==> config.mk <==
export PLATFORM = sky130hd
export DESIGN_NAME = seq_magnitude_comparator_flat
export DESIGN_NICKNAME = d
export VERILOG_FILES = /design/src/rtl/seq_magnitude_comparator_pkg.sv /design/src/rtl/seq_magnitude_comparator_if.sv /design/src/rtl/seq_magnitude_comparator_chunk_compare.sv /design/src/rtl/seq_magnitude_comparator.sv /design/src/flat_wrapper.sv
export SDC_FILE = /design/constraint.sdc
export NUM_CORES = 1
export LEC_CHECK = 0
export CAP_MARGIN = 10
export CORE_ASPECT_RATIO = 0.6
export CORE_MARGIN = 8
export CORE_UTILIZATION = 50
export DETAILED_ROUTE_END_ITERATION = 10
export MAX_ROUTING_LAYER = met4
export PLACE_DENSITY = 0.86
export SYNTH_ARGS = -nofsm -noshare
export SYNTH_HDL_FRONTEND = slang
export SYNTH_SLANG_ARGS = --single-unit
==> constraint.sdc <==
create_clock -name clk -period 5.14 [get_ports clk]
set_input_delay 1.542 -clock clk [delete_from_list [all_inputs] [get_ports clk]]
set_output_delay 1.542 -clock clk [all_outputs]
set_load 0.02 [all_outputs]
==> src/rtl/seq_magnitude_comparator_pkg.sv <==
// cmp_pkg: shared state encoding and sizing helpers for the sequential magnitude comparator.
package cmp_pkg;
  typedef enum logic [1:0] {IDLE, BUSY, DONE} state_t;
  function automatic int num_chunks(input int width, input int chunk);
    return width / chunk;
  endfunction
  function automatic int cnt_width(input int n);
    return (n > 1) ? $clog2(n) : 1;
  endfunction
endpackage

==> src/rtl/seq_magnitude_comparator_if.sv <==
// seq_magnitude_comparator_if: start/busy/done request bus with operands and one-hot result flags.
interface seq_magnitude_comparator_if #(parameter int WIDTH = 16);
  logic start;
  logic signed_mode;
  logic [WIDTH-1:0] a;
  logic [WIDTH-1:0] b;
  logic busy;
  logic done;
  logic aeqb;
  logic agtb;
  logic altb;
  modport master (output start, signed_mode, a, b, input busy, done, aeqb, agtb, altb);
  modport slave (input start, signed_mode, a, b, output busy, done, aeqb, agtb, altb);
endinterface

==> src/rtl/seq_magnitude_comparator_chunk_compare.sv <==
// chunk_compare: combinational CHUNK-bit unsigned comparator with MSB-priority cascaded greater term.
module chunk_compare #(parameter int CHUNK = 4) (
  input  logic [CHUNK-1:0] a,
  input  logic [CHUNK-1:0] b,
  output logic             eq,
  output logic             gt
);
  always_comb begin
    logic above;
    gt = 1'b0;
    above = 1'b1;
    for (int i = CHUNK - 1; i >= 0; i--) begin
      gt = gt | (above & a[i] & ~b[i]);
      above = above & ~(a[i] ^ b[i]);
    end
    eq = above;
  end
endmodule

==> src/rtl/seq_magnitude_comparator.sv <==
// seq_magnitude_comparator: MSB-first multi-cycle compare, CHUNK bits per clock; CMP_EARLY_EXIT_EN stops at first unequal chunk.
module seq_magnitude_comparator
  import cmp_pkg::*;
#(
  parameter int WIDTH = 16,
  parameter int CHUNK = 4
) (
  input logic clk,
  input logic rst,
  seq_magnitude_comparator_if.slave bus
);
  localparam int N = num_chunks(WIDTH, CHUNK);
  localparam int CW = cnt_width(N);
  localparam logic [CW-1:0] LAST = CW'(N - 1);
  if (CHUNK < 1 || (WIDTH % CHUNK) != 0) begin : g_bad_cfg
    $error("seq_magnitude_comparator: WIDTH must be a positive multiple of CHUNK");
  end
  state_t state, nxt;
  logic [CW-1:0] cnt;
  logic [WIDTH-1:0] ra, rb;
  logic eq_q, gt_q, lt_q;
  logic c_eq, c_gt, decided, last, early;
  chunk_compare #(.CHUNK(CHUNK)) u_chunk (
    .a (ra[WIDTH-1 -: CHUNK]),
    .b (rb[WIDTH-1 -: CHUNK]),
    .eq(c_eq),
    .gt(c_gt)
  );
  assign decided = gt_q | lt_q;
  assign last = cnt == LAST;
`ifdef CMP_EARLY_EXIT_EN
  assign early = ~c_eq;
`else
  assign early = 1'b0;
`endif
  always_comb begin
    nxt = state;
    if (state == IDLE && bus.start) nxt = BUSY;
    else if (state == BUSY && (last || early)) nxt = DONE;
    else if (state == DONE) nxt = IDLE;
  end
  // Operands shift left each BUSY cycle so the chunk under test is always the top one.
  always_ff @(posedge clk) begin
    if (rst) begin
      state <= IDLE;
      cnt <= '0;
      ra <= '0;
      rb <= '0;
      eq_q <= 1'b0;
      gt_q <= 1'b0;
      lt_q <= 1'b0;
    end else begin
      state <= nxt;
      if (state == IDLE && bus.start) begin
        ra <= bus.a ^ (WIDTH'(bus.signed_mode) << (WIDTH - 1));
        rb <= bus.b ^ (WIDTH'(bus.signed_mode) << (WIDTH - 1));
        cnt <= '0;
        eq_q <= 1'b0;
        gt_q <= 1'b0;
        lt_q <= 1'b0;
      end else if (state == BUSY) begin
        ra <= ra << CHUNK;
        rb <= rb << CHUNK;
        cnt <= cnt + 1'b1;
        if (!c_eq && !decided) begin
          gt_q <= c_gt;
          lt_q <= ~c_gt;
        end
        if (last && c_eq && !decided) eq_q <= 1'b1;
      end
    end
  end
  assign bus.busy = state == BUSY;
  assign bus.done = state == DONE;
  assign bus.aeqb = eq_q;
  assign bus.agtb = gt_q;
  assign bus.altb = lt_q;
endmodule

==> src/flat_wrapper.sv <==
// flat-port wrapper written by rule: the top's interface ports become plain ports
module seq_magnitude_comparator_flat import cmp_pkg::*;
#(
  parameter int WIDTH = 16,
  parameter int CHUNK = 4
)
  (clk, rst, bus_start, bus_signed_mode, bus_a, bus_b, bus_busy, bus_done, bus_aeqb, bus_agtb, bus_altb);
  seq_magnitude_comparator_if #(.WIDTH(WIDTH)) bus_i ();
  input logic clk;
  input logic rst;
  input wire logic [$bits(bus_i.start)-1:0] bus_start;
  input wire logic [$bits(bus_i.signed_mode)-1:0] bus_signed_mode;
  input wire logic [$bits(bus_i.a)-1:0] bus_a;
  input wire logic [$bits(bus_i.b)-1:0] bus_b;
  output wire logic [$bits(bus_i.busy)-1:0] bus_busy;
  output wire logic [$bits(bus_i.done)-1:0] bus_done;
  output wire logic [$bits(bus_i.aeqb)-1:0] bus_aeqb;
  output wire logic [$bits(bus_i.agtb)-1:0] bus_agtb;
  output wire logic [$bits(bus_i.altb)-1:0] bus_altb;
  assign bus_i.start = bus_start;
  assign bus_i.signed_mode = bus_signed_mode;
  assign bus_i.a = bus_a;
  assign bus_i.b = bus_b;
  assign bus_busy = bus_i.busy;
  assign bus_done = bus_i.done;
  assign bus_aeqb = bus_i.aeqb;
  assign bus_agtb = bus_i.agtb;
  assign bus_altb = bus_i.altb;
  seq_magnitude_comparator #(.WIDTH(WIDTH), .CHUNK(CHUNK)) u_core (.clk(clk), .rst(rst), .bus(bus_i));
endmodule
Word-level counts from Yosys, hierarchy flattened --
Cells that the tools add are included.
Storage, ports and cells: flip-flop bits (word level) 39, input bits 36, output and inout port bits 5, word-level logic and storage cells 62
Cells by class: add/subtract/negate cells 1, eq/ne operators 3, mux-type cells 7, bitwise operators 29, reductions and logical operators 14
Operators by type and width (count):
- $mux 16 | 4
- $xor 16x16->16 | 2
- $and 1x1->1 | 10
- $not 1->1 | 9
- $logic_and 1x1->1 | 5
- $eq 2x2->1 const B | 2
- $mux 2 | 2
- $or 1x1->1 | 4
- $reduce_and 2->1 | 2
- $reduce_bool 2->1 | 2
- $xor 1x1->1 | 4
- $reduce_bool 3->1 | 1
- $add 2x1->2 const B | 1
- $eq 2x1->1 const B | 1
- $logic_not 1->1 | 2
- $logic_not 2->1 | 1
- $reduce_or 2->1 | 1
- $mux 1 | 1

Depth between registers and ports, before layout --
Gate-level depths: netlist (run 1).
word-level depth 8, mapped depth 6, mapped depth without buffers 5

Hierarchy --
A second synthesis (run 1) with hierarchy kept.
Unflattened totals: cell total of the unflattened synthesis 184, area, all modules 1784.2 um2
By module, submodules not included:
- seq_magnitude_comparator | instances 1, cells each 170, area each 1684.1 um2, sequential area each 780.7 um2
- chunk_compare | instances 1, cells each 14, area each 100.1 um2, sequential area each 0.0 um2

Worst setup path before layout (run 1) --
OpenSTA, ideal clock, no wires.
path type input -> register, start point input port bus_start, end point register u_core.gt_q, in the netlist u_core.bus.agtb, setup time 0.069 ns, data arrival time 2.609 ns, data required time 5.071 ns, setup slack 2.462 ns, cell stages on the path 5, buffers on the path 1, cell sequence nor3b_1 > buf_6 > or2_4 > or4_1 > o21ai_1
Between the ends: cells in the longest elaborated chain, start to end 2
Ends and longest elaborated chain:
- start: declaration | line flat_wrapper.sv:11 | input wire logic [$bits(bus_i.start)-1:0] bus_start;
- $logic_and 1x1->1 | line seq_magnitude_comparator.sv:54 | if (state == IDLE && bus.start) begin
- $reduce_or 2->1 (no line)
- end signal: assignment | line seq_magnitude_comparator.sv:66 | gt_q <= c_gt;
- end: declaration | line seq_magnitude_comparator.sv:21 | logic eq_q, gt_q, lt_q;
Every way passes these cells. A chain may end at the register's enable or synchronous reset.

Worst setup path after layout (run 1) --
start point register u_core.state[0], end point output port bus_busy
Between the ends: cells in the longest elaborated chain, start to end 1
Ends and longest elaborated chain:
- start: declaration | line seq_magnitude_comparator.sv:18 | state_t state, nxt;
- start signal: assignment | line seq_magnitude_comparator.sv:53 | state <= nxt;
- $eq 2x1->1 | line seq_magnitude_comparator.sv:73 | assign bus.busy = state == BUSY;
- end: declaration | line flat_wrapper.sv:15 | output wire logic [$bits(bus_i.busy)-1:0] bus_busy;
Every way passes these cells.

==> metrics.yaml, run 1 <==
run_status:
  outcome: "finished, final reports clean"
logic_synthesis:
  synth_top_area_share_pct: 45.5
  synth_seq_cells: 39
  ys_async_sr_fraction_pct: 0
  edff_count_synth: 0
  synth_area_um2: 1720
  post_synth_num_cell_types: 29
  ys_seq_area_share_pct: 45.5
  post_synthesis_cells: 185
  synthDominantAreaCellType: "sky130_fd_sc_hd__dfxtp_1"
  ys.warnings.count: 0
  yosys.cell_count.top_type: "sky130_fd_sc_hd__dfxtp_1"
  synth.avg_cell_area_um2: 9.28
  post_synth_main_area_contributors: "sky130_fd_sc_hd__dfxtp_1 (45%), sky130_fd_sc_hd__mux2i_1 (13%), sky130_fd_sc_hd__a211oi_1 (9.6%)"
  synth_flop_cell: "sky130_fd_sc_hd__dfxtp_1"
  mappedNetlistNets: 223
  post_synth_most_frequent_cells: "sky130_fd_sc_hd__dfxtp_1 (39), sky130_fd_sc_hd__nor2_1 (37), sky130_fd_sc_hd__a211oi_1 (22), sky130_fd_sc_hd__mux2i_1 (22)"
clock_tree:
  cts_tree: "done"
  cts_buf_count: 5
  worst_skew_pair.late_latency_ps: 300
  ctsRootBufferMaster: "sky130_fd_sc_hd__clkbuf_8"
  htreeDepth: 2
  clock-sinks: 39
  cts.path.max_buffers: 2
  post_cts_hold_buffer_count: 0
  path_clk_slew_ps: 70
  post-cts-setup-buffer-count: 0
  ctsResizeCount: 0
critical_path:
  worstSetupPathType: "flip-flop to primary output"
  crit_path_start_kind: "flip-flop"
  reg2reg_setup_slack_ps: 3380
  crit_chain: "nand2b_1 > inv_1 > clkdlybuf4s50_1"
  worst_ep_required_time_ps: 3600
  worst_setup_end_kind: "primary output"
  r2r-end: "u_core.bus.agtb"
  timing.critical_path.slowest_cell_delay_ps: 610
  reg2reg_from: "u_core.state[0]"
  crit_path_max_delay_family: "buffers and inverters"
  crit_buf_inv: 2
  cp_data_arrival_time_ps: 1650
  timing.critical_path.slowest_stage_cell: "sky130_fd_sc_hd__clkdlybuf4s50_1"
  rr_worst_depth: 5
  max_fo_critical_path: 6
global_route:
  via_count_of_the_first_global_routing_pass: 1314
  grt_max_degree: 47
  grt_antenna_before_repair: 0
  gr-max-usage-layer: "met2"
  total_overflow_reported_by_the_global_router: 0
  track_usage_pct: 14.2
  global_route.usage.met2_pct: 21.3
  grt_pass1_wl_mm: 6.10
  grt.met1_usage_pct: 17.0
  use_met3_pct: 4.99
sta:
  maxClockFrequency_ghz: 0.313
  min_period_over_period_pct: 62.1
  timing.slew.headroom_pct: 66.3
  final-max-slew-violation-count: 0
  timing_worst_slew_pin_value_ps: 506
  worst_clock_skew_ps: 9.65
  grt_setup_unrepaired: "no"
  setup_viol_count_final: 0
  finalWorstPathRequiredPeriod_ps: 3190
  hold_violations: 0
  timing.hold.ws_ps: 464
  totalNegativeSetupSlack_ps: 0
hold_path:
  whs_endpoint: "u_core.ra[15]"
  hold_start: "u_core.ra[15]"
  holdCritPathClass: "flip-flop to flip-flop"
  hold_path_depth: 2
finish:
  fin_area_um2: 2260
  finalNetCount: 260
  n_fill_cell: 263
  synthToLayoutAreaGrowth_pct: 31.5
  share_of_final_layout_standard_cells_stronger_than_drive_strength_1_pct: 6.73
  num_antenna_cells: 0
floorplan:
  rows: 16
  die_area_um2: 5630
  core-area_um2: 3260
  dieHeight_um: 61.4
  start_util_pct: 52.6
  dieWidth_um: 91.6
  ios: 41
drt:
  drt_first_pass_iters: 4
  drt_wl_total_mm: 3.72
  dr.first_iter.drc_count: 73
  drc: 0
  detail_route.wl_per_cell_um: 13.9
  drt.antenna.violating_nets: 0
  avgViaCountPerCell: 5.20
  dr_total_vias: 1394
pwr:
  power.ir.vdd_worst_uv: 163
  static_leakage_nw: 0.865
  power.sequential.fraction_pct: 47.0
  share_comb_of_total_power_pct: 16.9
  netSwitchingFraction_pct: 24.5
  power_switching_w: 0.000178
  p_clk_share_pct: 36.1
  total_power_w: 0.000727
  power_report.internal_total_w: 0.000549
  cellPowerDensity_nw_per_um2: 322
place:
  port-buffer-count: 40
  dpl.hpwl_mm: 2.65
  placement.cell_area_um2: 2140
  gp_congestion: 0.723
flow_run:
  maxCapViolations: 0
placed cells by master, fill, tap and decap left out:
cell                              count
sky130_fd_sc_hd__nor2_1              36
sky130_fd_sc_hd__or2_2                1
sky130_fd_sc_hd__a22oi_1              8
sky130_fd_sc_hd__nand2b_1             4
sky130_fd_sc_hd__a211oi_1            22
sky130_fd_sc_hd__nor3b_1              1
sky130_fd_sc_hd__and4_1               1
sky130_fd_sc_hd__o21ai_1              1
sky130_fd_sc_hd__o211ai_1             2
sky130_fd_sc_hd__nand2_1              7
sky130_fd_sc_hd__dfxtp_1             39
sky130_fd_sc_hd__clkbuf_8             6
sky130_fd_sc_hd__a21oi_1              5
sky130_fd_sc_hd__nor2b_1              1
sky130_fd_sc_hd__bufinv_16            1
sky130_fd_sc_hd__mux2i_1             22
sky130_fd_sc_hd__nor2_2               1
sky130_fd_sc_hd__nor4_1               1
sky130_fd_sc_hd__a41oi_1              1
sky130_fd_sc_hd__or4_1                1
sky130_fd_sc_hd__or2_4                1
sky130_fd_sc_hd__ha_1                 2
sky130_fd_sc_hd__buf_4                3
sky130_fd_sc_hd__xnor2_1              6
sky130_fd_sc_hd__clkdlybuf4s50_1     40
sky130_fd_sc_hd__nand3_1              1
sky130_fd_sc_hd__clkinv_2             1
sky130_fd_sc_hd__o221ai_1             1
sky130_fd_sc_hd__inv_1                4
sky130_fd_sc_hd__a22o_1               1
sky130_fd_sc_hd__nor3b_2              1
sky130_fd_sc_hd__nor4b_1              1
metal layers:
metal / part of all wire, % / vias to the layer above
met5: 0 / -
met4: 1.5 / 0
met3: 4.4 / 5
met2: 45 / 30
met1: 49 / 624
li1: - / 735
state kept, by name (all words and copies together), names as in the netlist:
signal and flops:
u_core.ra 16, u_core.bus.altb 1, u_core.cnt 2, u_core.bus.aeqb 1, u_core.rb 16, u_core.state 2, u_core.bus.agtb 1
cells by family (layout without fill, tap and decap cells):
kind of cell | count (synthesis) | count (layout) | synth area share (%)
fa+ha+maj | 2 | 2 | 1.46
xor+xnor | 6 | 6 | 3.06
flops | 39 | 39 | 45.5
mux | 22 | 22 | 12.8
buf+inv | 17 | 55 | 4.59
compound gates | 41 | 41 | 17.3
simple gates | 58 | 58 | 15.3
layout make-up:
class	instances	area [um^2]	share of cell area, %
multi-input cells	129	865	38.3
flip-flops and latches	39	781	34.6
repair buffers	43	423	18.7
clock buffers	6	82.6	3.66
well taps	45	56.3	2.49
clock inverters	2	35.0	1.55
inverters	4	15.0	0.665
through the flow:
step / utilization, % / setup slack (ps) / instances
global placement: 65.6 / 1790 / 260
finish: 69.2 / 1950 / 268
detailed placement: 65.6 / 1750 / 260
CTS: 69.2 / 1930 / 268
floorplan: - / 2460 / 185
global route: 69.2 / 1860 / 268
tightest hold or removal path: stages (launching register included):
cell	delay, ps
sky130_fd_sc_hd__dfxtp_1	320
sky130_fd_sc_hd__nand2_1	50
sky130_fd_sc_hd__a21oi_1	50
power groups by stage:
stage | Combinational (W) | Clock (W) | Sequential, W
after floorplan | 0.0000802 | 0 | 0.000345
after global placement | 0.000121 | 0 | 0.000347
after detailed placement | 0.000123 | 0 | 0.000348
after CTS | 0.000124 | 0.000268 | 0.000341
after global routing | 0.000136 | 0.000280 | 0.000344
final | 0.000123 | 0.000263 | 0.000342
worst max path at each step:
stage	to	slack (ps)	startpoint	cells after the start
after floorplan	u_core.bus.agtb	2460	bus_start	5
after global routing	bus_busy	1860	u_core.state[0]	3
after CTS	bus_busy	1930	u_core.state[1]	3
after global placement	u_core.bus.agtb	1790	bus_start	6
final	bus_busy	1950	u_core.state[0]	3
after detailed placement	u_core.bus.agtb	1750	bus_start	6
No activity file was read; power rests on OpenSTA's default activity.
==> run 2: changes to the inputs <==
- CORE_UTILIZATION: 50 -> 44
- PLACE_DENSITY: 0.86 -> 0.81
- clock period: 5.14 -> 2.6 ns (I/O delays scaled with it)
==> metrics.yaml, run 2 (synthesis gave the netlist of run 1 again) <==
place:
  gp_congestion: 0.776  # was 0.723
  placement.cell_area_um2: 2170  # was 2140 um^2
  port-buffer-count: 40  # unchanged
  dpl.hpwl_mm: 2.66  # was 2.65 mm
  preCtsSetupSlack_ps: 266  # was 1750 ps
clock_tree:
  cts_buf_count: 5  # unchanged
  ctsRootBufferMaster: "sky130_fd_sc_hd__clkbuf_8"  # unchanged
  worst_skew_pair.late_latency_ps: 290  # was 300 ps
  cts.path.max_buffers: 2  # unchanged
  cts_tree: "done"  # unchanged
  htreeDepth: 2  # unchanged
  clock-sinks: 39  # unchanged
  post_cts_hold_buffer_count: 0  # unchanged
  path_clk_slew_ps: 70  # about the same
  ctsResizeCount: 0  # unchanged
  post-cts-setup-buffer-count: 0  # unchanged
global_route:
  via_count_of_the_first_global_routing_pass: 1332  # was 1314
  total_overflow_reported_by_the_global_router: 0  # unchanged
  grt_pass1_wl_mm: 6.20  # was 6.10 mm
  grt_antenna_before_repair: 0  # unchanged
  grt_max_degree: 47  # unchanged
  track_usage_pct: 12.5  # was 14.2%
drt:
  drt_first_pass_iters: 4  # unchanged
  drt.antenna.violating_nets: 0  # unchanged
  dr_total_vias: 1368  # was 1394
  detail_route.wl_per_cell_um: 13.8  # was 13.9 um
  dr.first_iter.drc_count: 85  # was 73
  avgViaCountPerCell: 5.05  # was 5.20
  drt_wl_total_mm: 3.74  # was 3.72 mm
  drc: 0  # unchanged
floorplan:
  dieWidth_um: 96.6  # was 91.6 um
  rows: 17  # was 16
  die_area_um2: 6220  # was 5630 um^2
  core-area_um2: 3700  # was 3260 um^2
  dieHeight_um: 64.4  # was 61.4 um
  ios: 41  # unchanged
  start_util_pct: 46.4  # was 52.6%
critical_path:
  timing.critical_path.from: "u_core.state[1]"  # was u_core.state[0]
  cp_data_arrival_time_ps: 1640  # was 1650 ps
  worstSetupPathType: "flip-flop to primary output"  # unchanged
  reg2reg_from: "u_core.rb[15]"  # was u_core.state[0]
  worstSetupEndpoint: "bus_busy"  # unchanged
  rr_worst_depth: 5  # unchanged
  max_fo_critical_path: 7  # was 6
  r2r-end: "u_core.bus.agtb"  # unchanged
  worst_ep_required_time_ps: 1820  # was 3600 ps
  reg2reg_setup_slack_ps: 1130  # was 3380 ps
  worst_setup_end_kind: "primary output"  # unchanged
  crit_path_start_kind: "flip-flop"  # unchanged
pwr:
  cellPowerDensity_nw_per_um2: 632  # was 322 nW/um^2
  p_clk_share_pct: 35.8  # was 36.1%
  power.sequential.fraction_pct: 46.6  # was 47.0%
  share_comb_of_total_power_pct: 17.6  # was 16.9%
  power_report.internal_total_w: 0.00109  # was 0.000549 W
  static_leakage_nw: 0.879  # was 0.865 nW
  power.ir.vdd_worst_uv: 307  # was 163 uV
  power_switching_w: 0.000356  # was 0.000178 W
  netSwitchingFraction_pct: 24.6  # was 24.5%
  total_power_w: 0.00145  # was 0.000727 W
sta:
  worst_clock_skew_ps: 2.41  # was 9.65 ps
  grt_setup_unrepaired: "no"  # unchanged
  final-max-slew-violation-count: 0  # unchanged
  min_period_over_period_pct: 93.0
  timing.slew.headroom_pct: 75.8  # was 66.3%
  totalNegativeSetupSlack_ps: 0  # unchanged
  hold_violations: 0  # unchanged
  setup_viol_count_final: 0  # unchanged
  timing.hold.ws_ps: 464  # about the same
  finalWorstPathRequiredPeriod_ps: 2420
  postLayoutSetupSlackWorst_ps: 181  # was 1950 ps
  maxClockFrequency_ghz: 0.413
  timing_worst_slew_pin_value_ps: 364  # was 506 ps
flow_run:
  maxCapViolations: 0  # unchanged
finish:
  num_antenna_cells: 0  # unchanged
  layout_common_cells: "sky130_fd_sc_hd__clkdlybuf4s50_1 (40), sky130_fd_sc_hd__dfxtp_1 (39), sky130_fd_sc_hd__nor2_1 (36)"  # unchanged
  share_of_final_layout_standard_cells_stronger_than_drive_strength_1_pct: 7.14  # was 6.73%
  fin_area_um2: 2290  # was 2260 um^2
  finalNetCount: 261  # was 260
  synthToLayoutAreaGrowth_pct: 33.5  # was 31.5%
  layout.cells.most_common: "sky130_fd_sc_hd__clkdlybuf4s50_1"  # unchanged
  top_regs: "u_core.ra x16, u_core.rb x16"  # unchanged
run_status:
  outcome: "finished, final reports clean"  # unchanged
hold_path:
  holdCritPathClass: "flip-flop to flip-flop"  # unchanged
## run 2: changes by cell type in the layout (fill, tap and decap cells not counted), sizes merged
| cell | delta |
|---|---|
| buf | +1 |
## run 2: area by class of cell
cell class	instances	area, um^2
fill	327	1410
timing repair buffer	44	455
sequential	39	781
clock buffer	6	82.6
clock inverter	2	35.0
tap	47	58.8
multi-input combinational	129	865
inverter	4	15.0
## run 2: worst min path at each step
stage                  startpoint  depth (start not counted)       endpoint  slack (ps)
floorplan           u_core.rb[15]                          2  u_core.rb[15]         430
global placement    u_core.rb[15]                          2  u_core.rb[15]         450
detailed placement  u_core.cnt[1]                          2  u_core.cnt[1]         460
CTS                 u_core.rb[15]                          2  u_core.rb[15]         470
global route        u_core.cnt[1]                          2  u_core.cnt[1]         490
finish              u_core.rb[15]                          2  u_core.rb[15]         460
## run 2: worst max-delay path, stage by stage (launching register included)
cell	delay (ps)
sky130_fd_sc_hd__dfxtp_1	370
sky130_fd_sc_hd__nand2b_1	230
sky130_fd_sc_hd__inv_1	130
sky130_fd_sc_hd__clkdlybuf4s50_1	620
## run 2: per-layer routing
layer / track usage, % / share of wire (%) / up-vias
met5: - / 0 / -
met4: 4.57 / 0.96 / 0
met3: 4.51 / 4.8 / 5
met2: 17.0 / 43 / 29
met1: 16.4 / 52 / 597
li1: - / - / 737
## run 2: metrics by stage
| step | cells | util (%) |
|---|---|---|
| 2_1_floorplan | 185 | - |
| 3_3_place_gp | 263 | 58.8 |
| 3_5_place_dp | 263 | 58.8 |
| 4_1_cts | 271 | 61.9 |
| 5_1_grt | 271 | 61.9 |
| 6_report | 271 | 61.9 |
## run 2: power by group through the flow
stage | sequential [W] | clock (W) | combinational (W)
6_report | 0.000675 | 0.000520 | 0.000255
3_3_place_gp | 0.000685 | 0 | 0.000249
2_1_floorplan | 0.000682 | 0 | 0.000159
4_1_cts | 0.000674 | 0.000531 | 0.000257
5_1_grt | 0.000680 | 0.000553 | 0.000282
3_5_place_dp | 0.000688 | 0 | 0.000254
==> run 3: changes to the inputs <==
- RECOVER_POWER: unset -> 50
- clock period: 2.6 -> 2 ns (I/O delays scaled with it)
==> metrics.yaml, run 3 (synthesis gave the netlist of run 1 again) <==
run_status:
  outcome: "finished, final reports clean"  # unchanged
floorplan:
  rows: 17  # unchanged
  die_area_um2: 6220  # unchanged
  core-area_um2: 3700  # unchanged
  ios: 41  # unchanged
  dieWidth_um: 96.6  # unchanged
  start_util_pct: 46.4  # unchanged
  dieHeight_um: 64.4  # unchanged
sta:
  final-max-slew-violation-count: 0  # unchanged
  finalWorstPathRequiredPeriod_ps: 1910
  grt_setup_unrepaired: "no"  # unchanged
  timing_worst_slew_pin_value_ps: 711  # was 364 ps
  postLayoutSetupSlackWorst_ps: 91.3  # was 181 ps
  setup_viol_count_final: 0  # unchanged
  maxClockFrequency_ghz: 0.524
  worst_clock_skew_ps: 3.87  # was 2.41 ps
  hold_violations: 0  # unchanged
  min_period_over_period_pct: 95.4
  timing.slew.headroom_pct: 52.6  # was 75.8%
critical_path:
  worst_setup_end_kind: "primary output"  # unchanged
  cp_data_arrival_time_ps: 1310  # was 1640 ps
  reg2reg_from: "u_core.state[1]"  # was u_core.rb[15]
  timing.critical_path.slowest_stage_cell: "sky130_fd_sc_hd__clkdlybuf4s50_1"  # unchanged
  r2r-end: "u_core.bus.agtb"  # unchanged
  crit_buf_inv: 1  # was 2
  crit_chain: "clkdlybuf4s50_1"  # was nand2b_1 > inv_1 > clkdlybuf4s50_1
  path_depth: 1  # was 3
  worstSetupPathType: "flip-flop to primary output"  # unchanged
  worst_ep_required_time_ps: 1400  # was 1820 ps
  rr_worst_depth: 4  # was 5
  crit_path_start_kind: "flip-flop"  # unchanged
  reg2reg_setup_slack_ps: 460  # was 1130 ps
  max_fo_critical_path: 4  # was 7
  crit_path_max_delay_family: "buffers and inverters"  # unchanged
  timing.critical_path.slowest_cell_delay_ps: 630  # was 620 ps
finish:
  num_antenna_cells: 0  # unchanged
  layout.cells.most_common: "sky130_fd_sc_hd__dfxtp_1"  # was sky130_fd_sc_hd__clkdlybuf4s50_1
  final-seq-area_um2: 781  # unchanged
  synthToLayoutAreaGrowth_pct: 32.9  # was 33.5%
  fin_area_um2: 2280  # was 2290 um^2
  multi_input_gate_area_in_the_final_layout_um2: 862  # was 865 um^2
  n_fill_cell: 345  # was 327
  share_of_final_layout_standard_cells_stronger_than_drive_strength_1_pct: 7.93  # was 7.14%
  finalNetCount: 265  # was 261
  instances_no_fill: 274  # was 271
  layout_common_cells: "sky130_fd_sc_hd__dfxtp_1 (39), sky130_fd_sc_hd__clkdlybuf4s50_1 (38), sky130_fd_sc_hd__nor2_1 (36)"  # was sky130_fd_sc_hd__clkdlybuf4s50_1 (40), sky130_fd_sc_hd__dfxtp_1 (39), sky130_fd_sc_hd__nor2_1 (36)
  top_regs: "u_core.ra x16, u_core.rb x16"  # unchanged
clock_tree:
  post_cts_hold_buffer_count: 0  # unchanged
  clock-sinks: 39  # unchanged
  worst_skew_pair.late_latency_ps: 290  # about the same
  cts.path.max_buffers: 2  # unchanged
  htreeDepth: 2  # unchanged
  path_clk_slew_ps: 70  # about the same
  cts_buf_count: 5  # unchanged
  cts_tree: "done"  # unchanged
  ctsRootBufferMaster: "sky130_fd_sc_hd__clkbuf_8"  # unchanged
global_route:
  track_usage_pct: 12.6  # was 12.5%
  total_overflow_reported_by_the_global_router: 0  # unchanged
  grt_max_degree: 47  # unchanged
  grt_antenna_before_repair: 0  # unchanged
  grt_pass1_wl_mm: 6.35  # was 6.20 mm
  via_count_of_the_first_global_routing_pass: 1352  # was 1332
place:
  placedCellCount: 267  # was 263
  port-buffer-count: 40  # unchanged
  gp_congestion: 0.722  # was 0.776
  placement.cell_area_um2: 2200  # was 2170 um^2
  dpl.hpwl_mm: 2.74  # was 2.66 mm
  preCtsSetupSlack_ps: -118  # was 266 ps
hold_path:
  hold_start: "u_core.rb[15]"  # unchanged
  holdCritPathClass: "flip-flop to flip-flop"  # unchanged
  whs_endpoint: "u_core.rb[15]"  # unchanged
  hold_path_depth: 2  # unchanged
pwr:
  static_leakage_nw: 0.887  # was 0.879 nW
  power.ir.vdd_worst_uv: 499  # was 307 uV
  cellPowerDensity_nw_per_um2: 766  # was 632 nW/um^2
drt:
  drt_wl_total_mm: 3.73  # was 3.74 mm
  detail_route.wl_per_cell_um: 13.6  # was 13.8 um
  dr_total_vias: 1424  # was 1368
  drc: 0  # unchanged
  drt.antenna.violating_nets: 0  # unchanged
  drt_first_pass_iters: 4  # unchanged
  avgViaCountPerCell: 5.20  # was 5.05
  dr.first_iter.drc_count: 52  # was 85
flow_run:
  maxCapViolations: 0  # unchanged
## run 3: report_power, final
| group | total [W] | internal [W] | switching, W |
|---|---|---|---|
| clock | 0.000537 | 0.000271 | 0.000267 |
| sequential | 0.000877 | 0.000836 | 0.0000409 |
| combinational | 0.000334 | 0.000185 | 0.000149 |
| total | 0.00175 | 0.00129 | 0.000457 |
## run 3: tightest hold or removal path, cell delays in order (launching register included)
cell and delay [ps]:
sky130_fd_sc_hd__dfxtp_1 320, sky130_fd_sc_hd__nand2_1 50, sky130_fd_sc_hd__a21oi_1 50
## run 3: repair_timing
item / 4_1_cts / 5_1_grt
buffers inserted: 0 / 0
gates resized for setup: 2 / 0
setup endpoints to repair: 2 / 0
## run 3: layout make-up
type / instances / share of cell area [%]
Timing Repair Buffer: 48 / 20.9
Clock inverter: 1 / 0.219
Multi-Input combinational cell: 129 / 37.8
Inverter: 4 / 0.658
Clock buffer: 6 / 3.62
Sequential cell: 39 / 34.2
Tap cell: 47 / 2.58
## run 3: worst max-delay path by stage
stage / endpoint / slack (ps) / startpoint
3_5_place_dp: u_core.rb[9] / -120 / bus_start
5_1_grt: bus_busy / 20 / u_core.state[0]
2_1_floorplan: u_core.bus.agtb / 260 / bus_start
3_3_place_gp: u_core.bus.agtb / -60 / bus_start
4_1_cts: bus_busy / 90 / u_core.state[1]
6_report: bus_altb / 90 / u_core.bus.altb
## run 3: layer usage
| metal | GRT usage (%) | share of wire, % |
|---|---|---|
| met1 | 16.0 | 51 |
| met2 | 17.1 | 41 |
| met3 | 5.36 | 6.6 |
| met4 | 4.57 | 1.2 |
| met5 | - | 0 |
## run 3: stage by stage
stage	hold WS, ps	total power, W	utilization, %	setup TNS (ps)
4_1_cts	463	0.00176	61.9	0
3_5_place_dp	453	0.00123	59.6	-1540
2_1_floorplan	432	0.00109	-	0
3_3_place_gp	447	0.00122	59.6	-271
5_1_grt	492	0.00184	61.7	0
6_report	463	0.00175	61.7	0
==> variant: new RTL, config.mk and constraints of run 2 <==
`CHUNK` is set to 4 in 3 places; all go to 2.
--- a/src/rtl/seq_magnitude_comparator_chunk_compare.sv
+++ b/src/rtl/seq_magnitude_comparator_chunk_compare.sv
@@ -1,5 +1,5 @@
 // chunk_compare: combinational CHUNK-bit unsigned comparator with MSB-priority cascaded greater term.
-module chunk_compare #(parameter int CHUNK = 4) (
+module chunk_compare #(parameter int CHUNK = 2) (
   input  logic [CHUNK-1:0] a,
   input  logic [CHUNK-1:0] b,
   output logic             eq,
--- a/src/rtl/seq_magnitude_comparator.sv
+++ b/src/rtl/seq_magnitude_comparator.sv
@@ -3,7 +3,7 @@
   import cmp_pkg::*;
 #(
   parameter int WIDTH = 16,
-  parameter int CHUNK = 4
+  parameter int CHUNK = 2
 ) (
   input logic clk,
   input logic rst,
--- a/src/flat_wrapper.sv
+++ b/src/flat_wrapper.sv
@@ -2,7 +2,7 @@
 module seq_magnitude_comparator_flat import cmp_pkg::*;
 #(
   parameter int WIDTH = 16,
-  parameter int CHUNK = 4
+  parameter int CHUNK = 2
 )
   (clk, rst, bus_start, bus_signed_mode, bus_a, bus_b, bus_busy, bus_done, bus_aeqb, bus_agtb, bus_altb);
   seq_magnitude_comparator_if #(.WIDTH(WIDTH)) bus_i ();
Check against the original RTL: not equivalent (Yosys sat finds a counterexample within 4 cycles, from zero or initial values and one cycle with rst high).
==> variant against run 2 <==
Count of clock-buffer cells in the layout up 1. Wire length up 18%. Design area down 1.6%. Worst setup slack better by 140 ps. Synthesized area down 1.3%. Cell count up 3.7%. Sequential cell count up 1. Total power down 0.81%. Largest power group unchanged.
==> variant: results <==
export IMPL_r2r_start="u_core.state[1]$_SDFFE_PP0P_"
export IMPL_worst_pin_slew_ps=325.5
export IMPL_cp_startpoint="u_core.state[0]$_SDFFE_PP0P_"
export IMPL_grt_pass1_vias=1511
export IMPL_largestRegisters="u_core.ra (16), u_core.rb (16), u_core.cnt (3)"
export IMPL_grt_total_usage_pct=15.32
export IMPL_crit_arrival_ps=1500
export IMPL_fin_skew_ps=4.852
export IMPL_ys_seq_area_share_pct=47.27
export IMPL_whs_endpoint="u_core.rb[5]$_SDFFE_PP0P_"
export IMPL_vdd_drop_max_mv=0.3624
export IMPL_gp_congestion=0.8410
export IMPL_leakagePower_nw=0.8425
export IMPL_path_max_fanout=10
export IMPL_io_buffer_count=40
export IMPL_final_nets=272
export IMPL_synthArstFlopShare_pct=0
export IMPL_endpoint="bus_done"
export IMPL_r2r_end="u_core.bus.aeqb$_SDFFE_PP0P_"
export IMPL_setup_slack_ps=322.6
export IMPL_viasPerCell=5.537
export IMPL_outcome="finished clean"
export IMPL_p_sw_share_pct=23.85
export IMPL_synthTopCellsByCount="dfxtp_1, nand2_1, a21oi_1, a22oi_1, nand3_1"
export IMPL_drive_gt1_share_pct=8.547
export IMPL_post_cts_resized=0
export IMPL_num_antenna_cells=0
export IMPL_wl_met1_um=2012
export IMPL_r2r_slack_ps=1210
export IMPL_synth_cell_type_count=31
export IMPL_routed_wl_um=4408
export IMPL_grt_pass1_wl_um=7148
export IMPL_worst_r2r_cell_count=4
export IMPL_place_ws_ps=416.1
export IMPL_drt_iter0_markers=79
export IMPL_syn_nets=232
export IMPL_wl_met3_um=412
export IMPL_met2_length_um=1906
export IMPL_hp_start="u_core.rb[5]$_SDFFE_PP0P_"
export IMPL_grtUsageMet3_pct=5.711
export IMPL_synth_top_cells_by_area="dfxtp_1, a22oi_1, a21oi_1"
export IMPL_grt_start_max_net_pins=32
export IMPL_hpwl_um=3042
export IMPL_grt_use_met2_pct=20.98
export IMPL_cts_root_buf="clkbuf_8"
export IMPL_grt_use_met1_pct=19.63
## variant: cell count changes in the layout (fill, tap and decap cells not counted), sizes merged, moves of 3 or more
cell / delta
mux2i: -22
buf: +4
a22oi: +20
nand2b: -3
nand3: +5
a21oi: +28
nand2: +30
xnor2: -4
a211oi: -22
nor2: -35
## variant: cell type report
| class | count | area, µm² |
|---|---|---|
| Sequential cell | 40 | 800.8 |
| Multi-Input combinational cell | 133 | 778.2 |
| Timing Repair Buffer | 48 | 473.0 |
| Clock inverter | 1 | 30.03 |
| Fill cell | 329 | 1424 |
| Inverter | 5 | 18.77 |
| Tap cell | 47 | 58.81 |
| Clock buffer | 7 | 96.34 |
## variant: cell families (layout without fill, tap and decap cells)
group / count (synthesis) / after routing / share of synthesized area, %
xor+xnor: 4 / 4 / 2.068
fa+ha+maj: 3 / 3 / 2.216
buf+inv: 20 / 61 / 6.793
compound gates: 71 / 71 / 26.74
simple gates: 55 / 55 / 14.92
flops: 40 / 40 / 47.27
## variant: power by group through the flow
stage                     combinational (W)  sequential, W  clock [W]
final                              0.000213       0.000669   0.000556
after detailed placement           0.000211       0.000683          0
after CTS                          0.000213       0.000669   0.000568
after global routing               0.000233       0.000673   0.000590
after floorplan                    0.000125       0.000678          0
after global placement             0.000207       0.000682          0
## variant: worst max-delay path, cell delays in order, from the launching register on
cell             delay (ps)
dfxtp_1                 310
buf_4                   170
nor2b_1                 110
clkdlybuf4s50_1         610
## variant: through the flow
stage          instance area, µm²  hold slack (ps)  instances
6_report                     2256            461.0        281
5_1_grt                      2256            476.5        281
4_1_cts                      2256            460.3        281
3_5_place_dp                 2130            449.6        273
3_3_place_gp                 2130            444.9        273
2_1_floorplan                1694            436.8        193
